## src/rtl/fetch_unit_if.sv

```systemverilog
// Fetch unit bus bundle: instruction-memory port, ID-stage controls and the
// IF/ID output register, plus the FSM state for observation.
//
// Handshake semantics: imem_req is a single-cycle request pulse qualified by
// imem_addr; the memory answers exactly once with imem_resp_valid (plus
// imem_resp_data) one or more cycles later, and no new request is issued until
// that answer has arrived. valid_if marks inst_if as a real instruction; while
// stall_id is high the ID stage is not ready and the presented instruction is
// held, and it is consumed on the first cycle valid_if=1 and stall_id=0.
// redirect_valid qualifies redirect_pc for one cycle.
interface fetch_unit_if;
  logic        imem_req;
  logic [31:0] imem_addr;
  logic        imem_resp_valid;
  logic [31:0] imem_resp_data;
  logic        stall_id;
  logic        redirect_valid;
  logic [31:0] redirect_pc;
  logic [31:0] inst_if;
  logic [31:0] pc4_if;
  logic        halted_if;
  logic        valid_if;
  logic [1:0]  fsm_state;

  // Fetch unit side
  modport master (
    output imem_req, imem_addr, inst_if, pc4_if, halted_if, valid_if, fsm_state,
    input  imem_resp_valid, imem_resp_data, stall_id, redirect_valid, redirect_pc
  );

  // Memory / pipeline side
  modport slave (
    input  imem_req, imem_addr, inst_if, pc4_if, halted_if, valid_if, fsm_state,
    output imem_resp_valid, imem_resp_data, stall_id, redirect_valid, redirect_pc
  );
endinterface

```

## src/rtl/fetch_unit.sv

```systemverilog
// Instruction fetch stage: issues one memory read at a time, presents the
// returned word to the IF/ID register, honours ID stalls, flushes on
// redirects and stops permanently after fetching the halt word.
module fetch_unit #(
  parameter logic [31:0] RESET_PC  = 32'h0040_0000,
  parameter logic [31:0] HALT_WORD = 32'h0000_000C
) (
  input  logic         clk,
  input  logic         rst_b,
  fetch_unit_if.master bus
);

  typedef enum logic [1:0] {
    FETCH   = 2'd0,
    WAIT    = 2'd1,
    PRESENT = 2'd2,
    HALT    = 2'd3
  } state_t;

  state_t      state;
  logic [31:0] pc;
  logic        kill;
  logic [31:0] redirect_aligned;
  logic [31:0] pc_plus4;

  assign redirect_aligned = {bus.redirect_pc[31:2], 2'b00};
  assign pc_plus4         = pc + 32'd4;

  // A redirect arriving in FETCH suppresses that cycle's request, so a request
  // to the old path never becomes outstanding alongside the redirected one.
  assign bus.imem_req  = (state == FETCH) && !bus.redirect_valid && !rst_b;
  assign bus.imem_addr = pc;
  assign bus.fsm_state = state;

  // Fetch FSM with registered IF/ID outputs
  always_ff @(posedge clk or posedge rst_b) begin
    if (rst_b) begin
      state         <= FETCH;
      pc            <= RESET_PC;
      kill          <= 1'b0;
      bus.inst_if   <= 32'h0;
      bus.pc4_if    <= 32'h0;
      bus.halted_if <= 1'b0;
      bus.valid_if  <= 1'b0;
    end else begin
      case (state)
        FETCH: begin
          if (bus.redirect_valid) begin
            pc            <= redirect_aligned;
            bus.inst_if   <= 32'h0;
            bus.valid_if  <= 1'b0;
            bus.halted_if <= 1'b0;
          end else begin
            state <= WAIT;
          end
        end

        WAIT: begin
          if (bus.redirect_valid) begin
            pc <= redirect_aligned;
            if (bus.imem_resp_valid) begin
              // The response in flight belongs to the abandoned path.
              kill  <= 1'b0;
              state <= FETCH;
            end else begin
              kill <= 1'b1;
            end
          end else if (bus.imem_resp_valid) begin
            if (kill) begin
              kill  <= 1'b0;
              state <= FETCH;
            end else begin
              bus.inst_if   <= bus.imem_resp_data;
              bus.pc4_if    <= pc_plus4;
              bus.valid_if  <= 1'b1;
              bus.halted_if <= (bus.imem_resp_data == HALT_WORD);
              pc            <= {pc_plus4[31:2], 2'b00};
              state         <= PRESENT;
            end
          end
        end

        PRESENT: begin
          if (bus.redirect_valid) begin
            pc            <= redirect_aligned;
            bus.inst_if   <= 32'h0;
            bus.valid_if  <= 1'b0;
            bus.halted_if <= 1'b0;
            state         <= FETCH;
          end else if (!bus.stall_id) begin
            bus.inst_if  <= 32'h0;
            bus.valid_if <= 1'b0;
            state        <= bus.halted_if ? HALT : FETCH;
          end
        end

        HALT: begin
          bus.valid_if  <= 1'b0;
          bus.halted_if <= 1'b1;
        end

        default: state <= FETCH;
      endcase
    end
  end

endmodule

```

## src/flat_wrapper.sv

```systemverilog
// flat-port wrapper written by rule: the top's interface ports become plain ports
module fetch_unit_flat 
#(
  parameter logic [31:0] RESET_PC  = 32'h0040_0000,
  parameter logic [31:0] HALT_WORD = 32'h0000_000C
)
  (clk, rst_b, bus_imem_req, bus_imem_addr, bus_inst_if, bus_pc4_if, bus_halted_if, bus_valid_if, bus_fsm_state, bus_imem_resp_valid, bus_imem_resp_data, bus_stall_id, bus_redirect_valid, bus_redirect_pc);
  fetch_unit_if bus_i ();
  input  logic clk;
  input  logic rst_b;
  output wire logic [$bits(bus_i.imem_req)-1:0] bus_imem_req;
  output wire logic [$bits(bus_i.imem_addr)-1:0] bus_imem_addr;
  output wire logic [$bits(bus_i.inst_if)-1:0] bus_inst_if;
  output wire logic [$bits(bus_i.pc4_if)-1:0] bus_pc4_if;
  output wire logic [$bits(bus_i.halted_if)-1:0] bus_halted_if;
  output wire logic [$bits(bus_i.valid_if)-1:0] bus_valid_if;
  output wire logic [$bits(bus_i.fsm_state)-1:0] bus_fsm_state;
  input wire logic [$bits(bus_i.imem_resp_valid)-1:0] bus_imem_resp_valid;
  input wire logic [$bits(bus_i.imem_resp_data)-1:0] bus_imem_resp_data;
  input wire logic [$bits(bus_i.stall_id)-1:0] bus_stall_id;
  input wire logic [$bits(bus_i.redirect_valid)-1:0] bus_redirect_valid;
  input wire logic [$bits(bus_i.redirect_pc)-1:0] bus_redirect_pc;
  assign bus_imem_req = bus_i.imem_req;
  assign bus_imem_addr = bus_i.imem_addr;
  assign bus_inst_if = bus_i.inst_if;
  assign bus_pc4_if = bus_i.pc4_if;
  assign bus_halted_if = bus_i.halted_if;
  assign bus_valid_if = bus_i.valid_if;
  assign bus_fsm_state = bus_i.fsm_state;
  assign bus_i.imem_resp_valid = bus_imem_resp_valid;
  assign bus_i.imem_resp_data = bus_imem_resp_data;
  assign bus_i.stall_id = bus_stall_id;
  assign bus_i.redirect_valid = bus_redirect_valid;
  assign bus_i.redirect_pc = bus_redirect_pc;
  fetch_unit #(.RESET_PC(RESET_PC), .HALT_WORD(HALT_WORD)) u_core (.clk(clk), .rst_b(rst_b), .bus(bus_i));
endmodule
```

## config.mk

```make
export PLATFORM = sky130hd
export DESIGN_NAME = fetch_unit_flat
export DESIGN_NICKNAME = d
export VERILOG_FILES = /design/src/rtl/fetch_unit_if.sv /design/src/rtl/fetch_unit.sv /design/src/flat_wrapper.sv
export SDC_FILE = /design/constraint.sdc
export NUM_CORES = 1
export LEC_CHECK = 0
export ABC_AREA = 0
export BUFFER_PORTS_ARGS = -buffer_cell sky130_fd_sc_hd__clkbuf_2
export CAP_MARGIN = 20
export CELL_PAD_IN_SITES_DETAIL_PLACEMENT = 1
export CELL_PAD_IN_SITES_GLOBAL_PLACEMENT = 2
export CORE_AREA = 2 2 141 143
export CTS_CLUSTER_SIZE = 28
export DETAILED_ROUTE_END_ITERATION = 8
export DIE_AREA = 0 0 143 145
export GPL_TIMING_DRIVEN = 0
export PLACE_DENSITY_LB_ADDON = 0.1
export SLEW_MARGIN = 30
export SYNTH_ARGS = -nofsm -noshare
export SYNTH_HDL_FRONTEND = slang
export SYNTH_SLANG_ARGS = --single-unit
```

## constraint.sdc

```tcl
create_clock -name clk -period 3.4 [get_ports clk]
set_clock_uncertainty 0.1 [all_clocks]
set_input_delay 0.51 -clock clk [delete_from_list [all_inputs] [get_ports clk]]
set_output_delay 0.51 -clock clk [all_outputs]
set_load 0.01 [all_outputs]
```

==> impl_metrics.ini, run 1 <==
[worst_setup_path]
crit_start = u_core.bus.fsm_state[1]
startpoint_type = flip-flop
crit_arrival_ns = 2.91
critical_path.endpoint_type = flip-flop
maximum_fanout_encountered_on_the_critical_timing_path = 10
type_of_the_worst_setup_path = reg2reg
regToRegStartpoint = u_core.bus.fsm_state[1]
required_ns = 3.52

[sta]
hold_viol = 0
final.min_clock_period_ns = 2.789
hold-worst-slack_ns = 0.07148
final_period_util_pct = 82.03
tightest_slew_ns = 0.7326
setup_viol = 0
timing.fmax_mhz = 358.5
slew_viol_final = 0
slew_headroom_pct = 51.16
setup_repair_after_global_routing_missed_its_margin = false
timing.final.ws_setup_ns = 0.6108

[floorplan]
chipWidth_um = 143
standard_cell_rows = 51
top_level_ports = 170
die_height_um = 145
floorplan.die_area_mm2 = 0.02074
initial_core_util_pct = 26.55
core_mm2 = 0.01921

[clock_network]
total_clock_sinks = 97
clock-root-buffer = clkbuf_16
clock_latency_ns = 0.35
longest_clk_path_bufs = 2
cts_tree = done
clk_pin_slew_worst_setup_hold_paths_ns = 0.07
cts.htree.levels = 3
cts_hold_repair.buffers = 0
cts_made_buffers = 9
postCtsResizedCells = 0
postCtsSetupBuffers = 0

[finish]
filler_cell_count = 2268
synthToLayoutAreaGrowth_pct = 30.53
final_core_utilization_pct = 34.65
final_layout_size_suffix_gt1_share_pct = 33.74
multiInputGateArea_mm2 = 0.002419
finalNonFillerCells = 1005
nets = 807
area_taken_by_flip_flops_and_latches_mm2 = 0.002429

[placement]
detailedPlace.worstSlack_ns = 0.5952
place.detailed.hpwl_um = 13770
routability_cong = 0.8111
dp_cells = 987
number_of_port_buffers = 162

[route]
vias = 4829
met3_wirelength_um = 1143
drc = 0
initialDrtViolationCount = 235
drt-met1-wl_um = 8045
detail_route.wl_per_cell_um = 18.07
top_layer_in_use = met4
ant_nets = 0
via_per_instance_ratio = 4.805
detailed_route_wirelength_on_metal2_um = 8563
detailedRoute.firstPassIterationCount = 4
routed_wirelength_um = 18160

[synthesis]
synth_cell_type_count = 55
synth.cell_area_mm2 = 0.005099
synth_top_cells_by_count = 96 x dfrtp_1, 95 x nand2_1, 58 x a21oi_1
synth_enable_flop_cells = 0
netlist.area_leader.share_pct = 47.12
yosys.area.top_type = dfrtp_1
syn_avg_cell_area_um2 = 9.220
synth_seq_cells = 97
netlist_instances = 553
synth_seq_area_share_pct = 47.63
yosysMostFrequentCell = dfrtp_1
synthFlopType = dfrtp_1
yosysWarnings = 0
synthArstFlopShare_pct = 100.0
post_synth_main_area_contributors = dfrtp_1 47%, nand2_1 7.0%, a21oi_1 5.7%, o21ai_2 4.8%, nor2_1 3.8%

[grt]
number_of_global_route_vias_before_repair = 5088
grt_first_pass_wirelength_um = 28690
global_route.overflow_total = 0
grt_start_max_net_pins = 27
globalRouteTotalUtil_pct = 17.81
antenna_found_initial = 2

[flow_run]
number_of_maximum_capacitance_constraint_violations = 0

[min_path]
min-delay-path-class = in2async

[status]
run_status = completed

[pwr]
pleak_nw = 2.988
max-vdd-ir-drop_v = 0.0002937
p_per_area_mw_per_mm2 = 1008
-- power by group --
part           switching [mW]  internal, mW  leakage (nW)  total [mW]
registers               0.554          1.67          1.15        2.23
logic                    2.03          1.36          1.69        3.39
clock network           0.500         0.593         0.145        1.09
-- area by class of cell --
class / count / share of cell area, %
sequential: 97 / 36.49
multi-input combinational: 410 / 36.34
timing repair buffer: 166 / 13.50
tap: 265 / 4.982
clock buffer: 10 / 3.591
buffer: 40 / 3.441
clock inverter: 6 / 1.015
inverter: 9 / 0.5640
antenna: 2 / 0.07520
-- critical path, cell delays in order, from the launching register on --
cell	delay, ns
dfrtp_1	0.47
inv_1	0.11
ha_1	0.21
clkbuf_1	0.36
inv_1	0.16
nor2_1	0.48
buf_2	0.35
buf_2	0.31
a21oi_1	0.12
-- placed cells by master, fill, tap and decap left out, types with 3 or more instances in the layout --
master	synthesis	routed
a21oi_1	58	58
a221oi_1	3	3
a2bb2oi_1	13	13
a31oi_1	7	7
and2_1	4	4
and3_1	8	8
and4_1	4	4
buf_12	0	3
buf_2	9	9
buf_4	4	4
buf_6	7	7
clkbuf_1	18	18
clkbuf_16	0	9
clkbuf_2	0	162
clkinvlp_4	0	3
conb_1	1	4
dfrtp_1	96	96
ha_1	5	5
inv_1	9	8
nand2_1	95	95
nand3_1	12	12
nand4_1	5	5
nor2_1	51	51
nor3_1	3	3
nor3_2	4	4
nor4_1	6	6
o21a_1	5	5
o21ai_0	13	13
o21ai_1	4	4
o21ai_2	28	28
o22a_1	8	8
o22ai_1	13	13
xnor2_1	15	15
xor2_1	13	13
-- flip-flops by register name, summed over array words and instances, names as in the netlist --
name                  count
u_core.bus.fsm_state      2
u_core.bus.imem_addr     30
u_core.bus.inst_if       32
u_core.bus.pc4_if        30
u_core.kill               1
u_core.bus.halted_if      1
u_core.bus.valid_if       1
-- kinds of logic (layout without fill, tap and decap cells) --
group                    Yosys count  in the layout  synth area share [%]
buffers and inverters             49            231                 5.153
multiplexers                       2              2                0.4417
other                              1              6               0.07355
adder cells (fa/ha/maj)            5              5                 1.227
AO/OA/AOI/OAI                    161            161                 21.01
flip-flops                        97             97                 47.63
XOR/XNOR                          28             28                 4.810
AND/OR/NAND/NOR                  210            210                 19.66
-- stage by stage --
| stage | setup TNS (ns) | total power, mW | area, um2 |
|---|---|---|---|
| floorplan | 0 | 4.344 | 5114 |
| global placement | -0.8685 | 5.583 | 6256 |
| detailed placement | 0 | 5.692 | 6344 |
| CTS | 0 | 6.810 | 6650 |
| global route | 0 | 7.262 | 6650 |
| finish | 0 | 6.706 | 6655 |
-- path summary, 6_finish.rpt --
| path | to | slack (ns) | cells past startpoint |
|---|---|---|---|
| worst min-delay path | u_core.bus.pc4_if[8] | 0.07 | 2 |
| worst min register to register | u_core.bus.inst_if[4] | 0.38 | 2 |
| max in group asynchronous | u_core.bus.inst_if[16] | 2.49 | 4 |
| min in group clk | u_core.bus.imem_addr[2] | 0.27 | 3 |
| worst max-delay path | u_core.bus.pc4_if[9] | 0.61 | 8 |
| worst max register to register | u_core.bus.pc4_if[9] | 0.61 | 8 |
-- per-layer routing --
metal  vias up  global-route usage (%)
met5         -                       0
met4         0                   6.436
met3        24                   4.818
met2       130                   28.44
met1      2372                   23.01
li1       2303                       -
(Power assumes the default switching activity.)
==> inputs of run 2 (changes only) <==
--- a/config.mk
+++ b/config.mk
@@ -10,10 +10,10 @@
 export CAP_MARGIN = 20
 export CELL_PAD_IN_SITES_DETAIL_PLACEMENT = 1
 export CELL_PAD_IN_SITES_GLOBAL_PLACEMENT = 2
-export CORE_AREA = 2 2 141 143
+export CORE_AREA = 2 2 134 136
 export CTS_CLUSTER_SIZE = 28
 export DETAILED_ROUTE_END_ITERATION = 8
-export DIE_AREA = 0 0 143 145
+export DIE_AREA = 0 0 136 138
 export GPL_TIMING_DRIVEN = 0
 export PLACE_DENSITY_LB_ADDON = 0.1
 export SLEW_MARGIN = 30
==> constraint.sdc (replaced) <==
create_clock -name clk -period 2.75 [get_ports clk]
set_clock_uncertainty 0.1 [all_clocks]
set_input_delay 0.4125 -clock clk [delete_from_list [all_inputs] [get_ports clk]]
set_output_delay 0.4125 -clock clk [all_outputs]
set_load 0.01 [all_outputs]
==> run 2 against run 1 <==
First-iteration DRC count down 32%. Largest cell class unchanged. Final area decreased by 0.11%. Highest routed layer unchanged. Critical path depth unchanged. Global-route usage is 1.6 points higher.
==> impl_metrics.ini, run 2 (same netlist as run 1, synthesis figures left out) <==
[route]
vias = 4800
drc = 0
via_per_instance_ratio = 4.969
ant_nets = 0
detail_route.wl_per_cell_um = 18.34
initialDrtViolationCount = 160
routed_wirelength_um = 17720
detailedRoute.firstPassIterationCount = 4

[floorplan]
floorplan.die_area_mm2 = 0.01877
die_height_um = 138
chipWidth_um = 136
standard_cell_rows = 49
core_mm2 = 0.01753
top_level_ports = 170
initial_core_util_pct = 29.08

[grt]
grt_first_pass_wirelength_um = 28350
grt_start_max_net_pins = 26
number_of_global_route_vias_before_repair = 5120
antenna_found_initial = 0
global_route.overflow_total = 0
globalRouteTotalUtil_pct = 19.43

[worst_setup_path]
critical_path.endpoint_type = flip-flop
required_ns = 2.87
crit_path_top_delay_cell = a222oi_1
worst_path_largest_cell_delay_ns = 0.59
maximum_fanout_encountered_on_the_critical_timing_path = 10
crit_chain = inv_1 -> ha_1 -> nor2b_1 -> a222oi_1 -> nand2_2 -> buf_6 -> nand2_1 -> o21ai_1
startpoint_type = flip-flop
crit_arrival_ns = 2.68
type_of_the_worst_setup_path = reg2reg

[sta]
fin_tns_setup_ns = 0
hold_viol = 0
final_period_util_pct = 93.00
slew_headroom_pct = 49.06
timing.fmax_mhz = 391.0
slew_viol_final = 0
setup_viol = 0
tightest_slew_ns = 0.7640
setup_repair_after_global_routing_missed_its_margin = false
final.min_clock_period_ns = 2.557

[status]
run_status = completed

[finish]
antenna-diode-count = 0
largest_register_ff_count = 32
finalNonFillerCells = 966
final_layout_size_suffix_gt1_share_pct = 34.33
layout_commonest_cell = clkbuf_2
synthToLayoutAreaGrowth_pct = 30.38
filler_cell_count = 2140
nets = 807
layout.cells.most_common_list = 166 x clkbuf_2, 96 x dfrtp_1, 95 x nand2_1
regMostFlops = u_core.bus.inst_if

[clock_network]
clock_latency_ns = 0.35
longest_clk_path_bufs = 2
postCtsSetupBuffers = 0
cts.htree.levels = 3
clock-root-buffer = clkbuf_16
clk_pin_slew_worst_setup_hold_paths_ns = 0.06
cts_tree = done
total_clock_sinks = 97
cts_made_buffers = 9

[pwr]
pleak_nw = 3.022
p_per_area_mw_per_mm2 = 1260
max-vdd-ir-drop_v = 0.0004234

[placement]
routability_cong = 0.7652
place.detailed.hpwl_um = 13590
number_of_port_buffers = 162
dp_cells = 951

[flow_run]
number_of_maximum_capacitance_constraint_violations = 0

[min_path]
min-delay-path-class = in2reg
-- run 2: cell types whose count changed in the layout (fill, tap and decap cells not counted) --
cell,before,now
nor3_1,3,2
clkinvlp_4,3,1
dlygate4sd3_1,0,1
clkbuf_8,1,3
clkinv_4,2,0
nor3_2,4,5
clkbuf_1,18,14
clkbuf_2,162,166
diode_2,2,0
clkinv_2,1,0
nor2_1,51,50
nor2_2,0,1
bufinv_16,1,2
-- run 2: final timing paths --
kind	slack (ns)	startpoint	to	depth (start not counted)
setup / recovery	0.19	u_core.bus.fsm_state[0]	u_core.bus.inst_if[30]	8
hold / removal	0.19	bus_imem_resp_valid	u_core.kill	2
setup reg to reg	0.19	u_core.bus.fsm_state[0]	u_core.bus.inst_if[30]	8
hold reg to reg	0.38	u_core.bus.inst_if[7]	u_core.bus.inst_if[7]	2
max in group asynchronous	1.20	rst_b	u_core.bus.inst_if[21]	6
min in group asynchronous	0.49	rst_b	u_core.bus.pc4_if[11]	3
-- run 2: routing by layer --
metal,global-route usage (%),wire (um),up-vias,part of all wire [%]
li1,-,-,2294,-
met1,24.32,7682,2382,43
met2,33.30,8756,110,49
met3,4.767,1029,14,5.8
met4,5.154,252,0,1.4
met5,0,0,-,0
-- run 2: what timing repair did --
action / CTS / global route
hold endpoints to repair: 12 / 0
setup endpoints to repair: 24 / 36
resized for setup: 2 / 7
hold buffers: 1 / 0
-- run 2: worst max-delay path, delay by kind of cell, from the launching register on --
| family | cells | cell delay (ns) |
|---|---|---|
| buffers and inverters | 2 | 0.36 |
| and+or+nand+nor | 3 | 0.58 |
| DFF | 1 | 0.48 |
| AOI/OAI and AO/OA | 2 | 0.65 |
| adders and majority gates | 1 | 0.27 |
-- run 2: stage by stage --
stage	instance area [um2]	util (%)	worst slack, ns	hold WS (ns)	power (mW)
6_report	6648	37.91	0.1926	0.1893	8.377
5_1_grt	6648	37.91	0.01260	0.1944	9.070
4_1_cts	6643	37.88	0.01540	0.1825	8.528
3_5_place_dp	6299	35.92	-0.1294	0.3173	7.068
3_3_place_gp	6211	35.42	-1.132	0.3620	6.883
2_1_floorplan	5114	-	-0.005536	0.4023	5.370
-- run 2: where the power goes --
part	total, mW	leakage, nW	internal [mW]	switching [mW]
combinational	4.22	1.71	1.68	2.53
clock	1.42	0.162	0.868	0.550
sequential	2.74	1.15	2.07	0.670
total	8.38	3.02	4.62	3.75
-- run 2: cell type report --
cell class              count  area [um2]  area share [%]
plain buffers              39       230.2           3.463
clock buffers              13       270.3           4.065
clock inverters             2       60.06          0.9034
inverters                   9       37.54          0.5647
multi-input cells         410        2426           36.50
flip-flops and latches     97        2429           36.53
well taps                 229       286.5           4.310
repair buffers            167       908.4           13.66
==> inputs of run 3 (changes only) <==
--- a/config.mk
+++ b/config.mk
@@ -5,15 +5,15 @@
 export SDC_FILE = /design/constraint.sdc
 export NUM_CORES = 1
 export LEC_CHECK = 0
-export ABC_AREA = 0
+export ABC_AREA = 1
 export BUFFER_PORTS_ARGS = -buffer_cell sky130_fd_sc_hd__clkbuf_2
 export CAP_MARGIN = 20
 export CELL_PAD_IN_SITES_DETAIL_PLACEMENT = 1
 export CELL_PAD_IN_SITES_GLOBAL_PLACEMENT = 2
-export CORE_AREA = 2 2 134 136
+export CORE_AREA = 2 2 142 144
 export CTS_CLUSTER_SIZE = 28
 export DETAILED_ROUTE_END_ITERATION = 8
-export DIE_AREA = 0 0 136 138
+export DIE_AREA = 0 0 144 146
 export GPL_TIMING_DRIVEN = 0
 export PLACE_DENSITY_LB_ADDON = 0.1
 export SLEW_MARGIN = 30
==> run 3 against run 2 <==
Flip-flop and latch count stayed put. Power is 1.3% lower. Final area is 3.9% higher. Count of clock-buffer cells in the layout is 4 lower. Final cell count is 23% higher. Critical path depth is 4 higher. Global-route usage is 0.95 points lower. Fmax is 8.9% higher. Core utilization is 2.2 points lower. Sequential share of layout area is 1.4 points lower. Combinational power hardly changed. Largest cell class is now multi-input gates.
==> impl_metrics.ini, run 3 <==
[status]
run_status = completed

[clock_network]
cts.htree.levels = 3
clock-root-buffer = clkbuf_16
cts_made_buffers = 9
clk_pin_slew_worst_setup_hold_paths_ns = 0.08
clock_latency_ns = 0.36
total_clock_sinks = 97
cts_tree = done
postCtsSetupBuffers = 0
longest_clk_path_bufs = 2

[sta]
slew_viol_final = 0
fin_tns_setup_ns = 0
final_period_util_pct = 85.41
slew_headroom_pct = 60.70
tightest_slew_ns = 0.5894
hold_viol = 0
timing.fmax_mhz = 425.8
timing.final.ws_setup_ns = 0.4013
setup_viol = 0
final.min_clock_period_ns = 2.349
setup_repair_after_global_routing_missed_its_margin = false

[grt]
grt_start_max_net_pins = 25
number_of_global_route_vias_before_repair = 5611
grt_first_pass_wirelength_um = 30350
antenna_found_initial = 0
global_route.overflow_total = 0
globalRouteTotalUtil_pct = 18.48

[finish]
layout.cells.most_common_list = 289 x nand2_1, 163 x clkbuf_2, 124 x nor2_1
nets = 991
antenna-diode-count = 0
final_layout_size_suffix_gt1_share_pct = 27.22
synthToLayoutAreaGrowth_pct = 29.17
final_core_utilization_pct = 35.71
layout_commonest_cell = nand2_1
regMostFlops = u_core.bus.inst_if
largest_register_ff_count = 32

[route]
detail_route.wl_per_cell_um = 16.22
drc = 0
vias = 5394
ant_nets = 0
detailedRoute.firstPassIterationCount = 4
via_per_instance_ratio = 4.544
routed_wirelength_um = 19250
initialDrtViolationCount = 290

[floorplan]
standard_cell_rows = 51
top_level_ports = 170
floorplan.die_area_mm2 = 0.02102
die_height_um = 146
chipWidth_um = 144
core_mm2 = 0.01933
initial_core_util_pct = 27.65

[synthesis]
yosysWarnings = 0
synth_xor_area_share_pct = 1.147
synth_cell_type_count = 33
synth_seq_cells = 97
netlist.area_leader.share_pct = 44.94
synth_seq_area_share_pct = 45.44
synthFlopType = dfrtp_1
syn_avg_cell_area_um2 = 7.272
synth_enable_flop_cells = 0
synth.area.mux_share_pct = 0
share_of_the_synthesized_area_in_compound_gates_ao_oa_aoi_oai_pct = 10.35
synth_fa_ha_area_share_pct = 1.170
synth.cell_area_mm2 = 0.005345
synthArstFlopShare_pct = 100.0
netlist_instances = 735
simple_logic_cell_fraction_of_the_synthesized_area_pct = 34.36
yosysMostFrequentCell = nand2_1
post_synth_main_area_contributors = dfrtp_1 45%, nand2_1 20%, nor2_1 8.7%, o21ai_2 5.2%, nand3_1 3.6%
yosys.area.top_type = dfrtp_1
main_combinational_cell_family_by_area_after_synthesis = simple AND/OR/NAND/NOR gates
synth_top_cells_by_count = 289 x nand2_1, 124 x nor2_1, 96 x dfrtp_1

[placement]
routability_cong = 0.8193
place.detailed.hpwl_um = 15560
detailedPlace.worstSlack_ns = 0.3178
number_of_port_buffers = 163

[pwr]
seq_power_share_pct = 33.0
tot_pwr_mw = 8.268
share_clk_of_total_power_pct = 15.6
cell_internal_pwr_mw = 4.285
p_per_area_mw_per_mm2 = 1198
max-vdd-ir-drop_v = 0.0003594
pleak_nw = 3.584
power.share.combinational_pct = 51.4
total_switching_power_mw = 3.983
switching_share_pct = 48.17

[worst_setup_path]
regToRegStartpoint = u_core.bus.fsm_state[1]
critical_path.endpoint_type = flip-flop
required_ns = 2.86
crit_chain = inv_1 -> ha_1 -> buf_6 -> inv_4 -> nor2_2 -> nor2_4 -> nand2_1 -> nand2_1 -> nand2_1 -> inv_1 -> clkbuf_1 -> o21ai_0
maximum_fanout_encountered_on_the_critical_timing_path = 10
regToRegSetupSlack_ns = 0.40
rr_worst_depth = 12
crit-reg2reg-capture = u_core.bus.imem_addr[17]
crit_top_cell = nand2_1
startpoint_type = flip-flop
type_of_the_worst_setup_path = reg2reg
crit_path_buf_inv_count = 5
crit_family = buffers and inverters
crit_path_top_delay_cell = clkbuf_1
crit_arrival_ns = 2.46
worst_path_largest_cell_delay_ns = 0.48

[min_path]
hold_end = u_core.bus.inst_if[10]
hold_path.startpoint = bus_imem_resp_data[10]
timing.hold.worst_path_depth = 3
min-delay-path-class = in2reg

[flow_run]
number_of_maximum_capacitance_constraint_violations = 0
[run 3: how the worst max path moves through the flow]
stage,start,end,slack (ns),depth (start not counted)
6_report,u_core.bus.fsm_state[1],u_core.bus.imem_addr[17],0.40,12
3_3_place_gp,rst_b,u_core.bus.pc4_if[25],0.22,2
5_1_grt,u_core.bus.fsm_state[1],u_core.bus.imem_addr[17],0.15,12
4_1_cts,u_core.bus.fsm_state[1],u_core.bus.pc4_if[3],0.30,9
3_5_place_dp,u_core.bus.fsm_state[1],u_core.bus.pc4_if[3],0.32,9
2_1_floorplan,u_core.bus.fsm_state[1],u_core.bus.inst_if[0],0.82,12
[run 3: logic make-up (layout without fill, tap and decap cells)]
| kind of cell | Yosys count | count (layout) |
|---|---|---|
| AND/OR/NAND/NOR | 465 | 465 |
| flip-flops | 97 | 97 |
| AO/OA/AOI/OAI | 81 | 81 |
| buffers and inverters | 79 | 263 |
| XOR/XNOR | 7 | 7 |
| adder cells (fa/ha/maj) | 5 | 5 |
| other | 1 | 4 |
[run 3: power groups by stage]
stage | Sequential [mW] | Clock, mW | Combinational, mW
floorplan | 2.89 | 0 | 2.45
global placement | 2.73 | 0 | 4.19
detailed placement | 2.76 | 0 | 4.32
CTS | 2.74 | 1.34 | 4.35
global route | 2.83 | 1.39 | 4.80
finish | 2.73 | 1.29 | 4.25
[run 3: stage by stage]
| stage | area (um2) | instances | hold WS, ns |
|---|---|---|---|
| 3_3_place_gp | 6507 | 1166 | 0.3564 |
| 2_1_floorplan | 5360 | 738 | 0.3957 |
| 3_5_place_dp | 6603 | 1170 | 0.3495 |
| 6_report | 6904 | 1187 | 0.2000 |
| 5_1_grt | 6904 | 1187 | 0.1962 |
| 4_1_cts | 6904 | 1187 | 0.1864 |
[run 3: cell type report]
type                       count  area, um2
tap                          265      331.6
clock buffer                   9      225.2
multi-input combinational    562       2529
buffer                        31      216.5
inverter                      48      186.4
clock inverter                 7      66.31
sequential                    97       2429
timing repair buffer         168      920.9
fill                        2447      12430
[run 3: timing repair]
action                                 4_1_cts  5_1_grt
endpoints found under the hold margin       15        0
hold buffers                                 1        0
resized for setup                            0        0
[run 3: per-layer routing]
layer	vias up	global-route usage [%]	wire length, um
met4	0	4.412	196
met5	-	0	0
met1	2595	25.79	9163
li1	2662	-	-
met2	125	30.19	9026
met3	12	2.632	866
[run 3: worst register-to-register path, stage by stage (launching register included)]
cell	delay (ns)
dfrtp_1	0.43
inv_1	0.10
ha_1	0.19
buf_6	0.14
inv_4	0.09
nor2_2	0.06
nor2_4	0.09
nand2_1	0.05
nand2_1	0.06
nand2_1	0.08
inv_1	0.13
clkbuf_1	0.48
o21ai_0	0.19
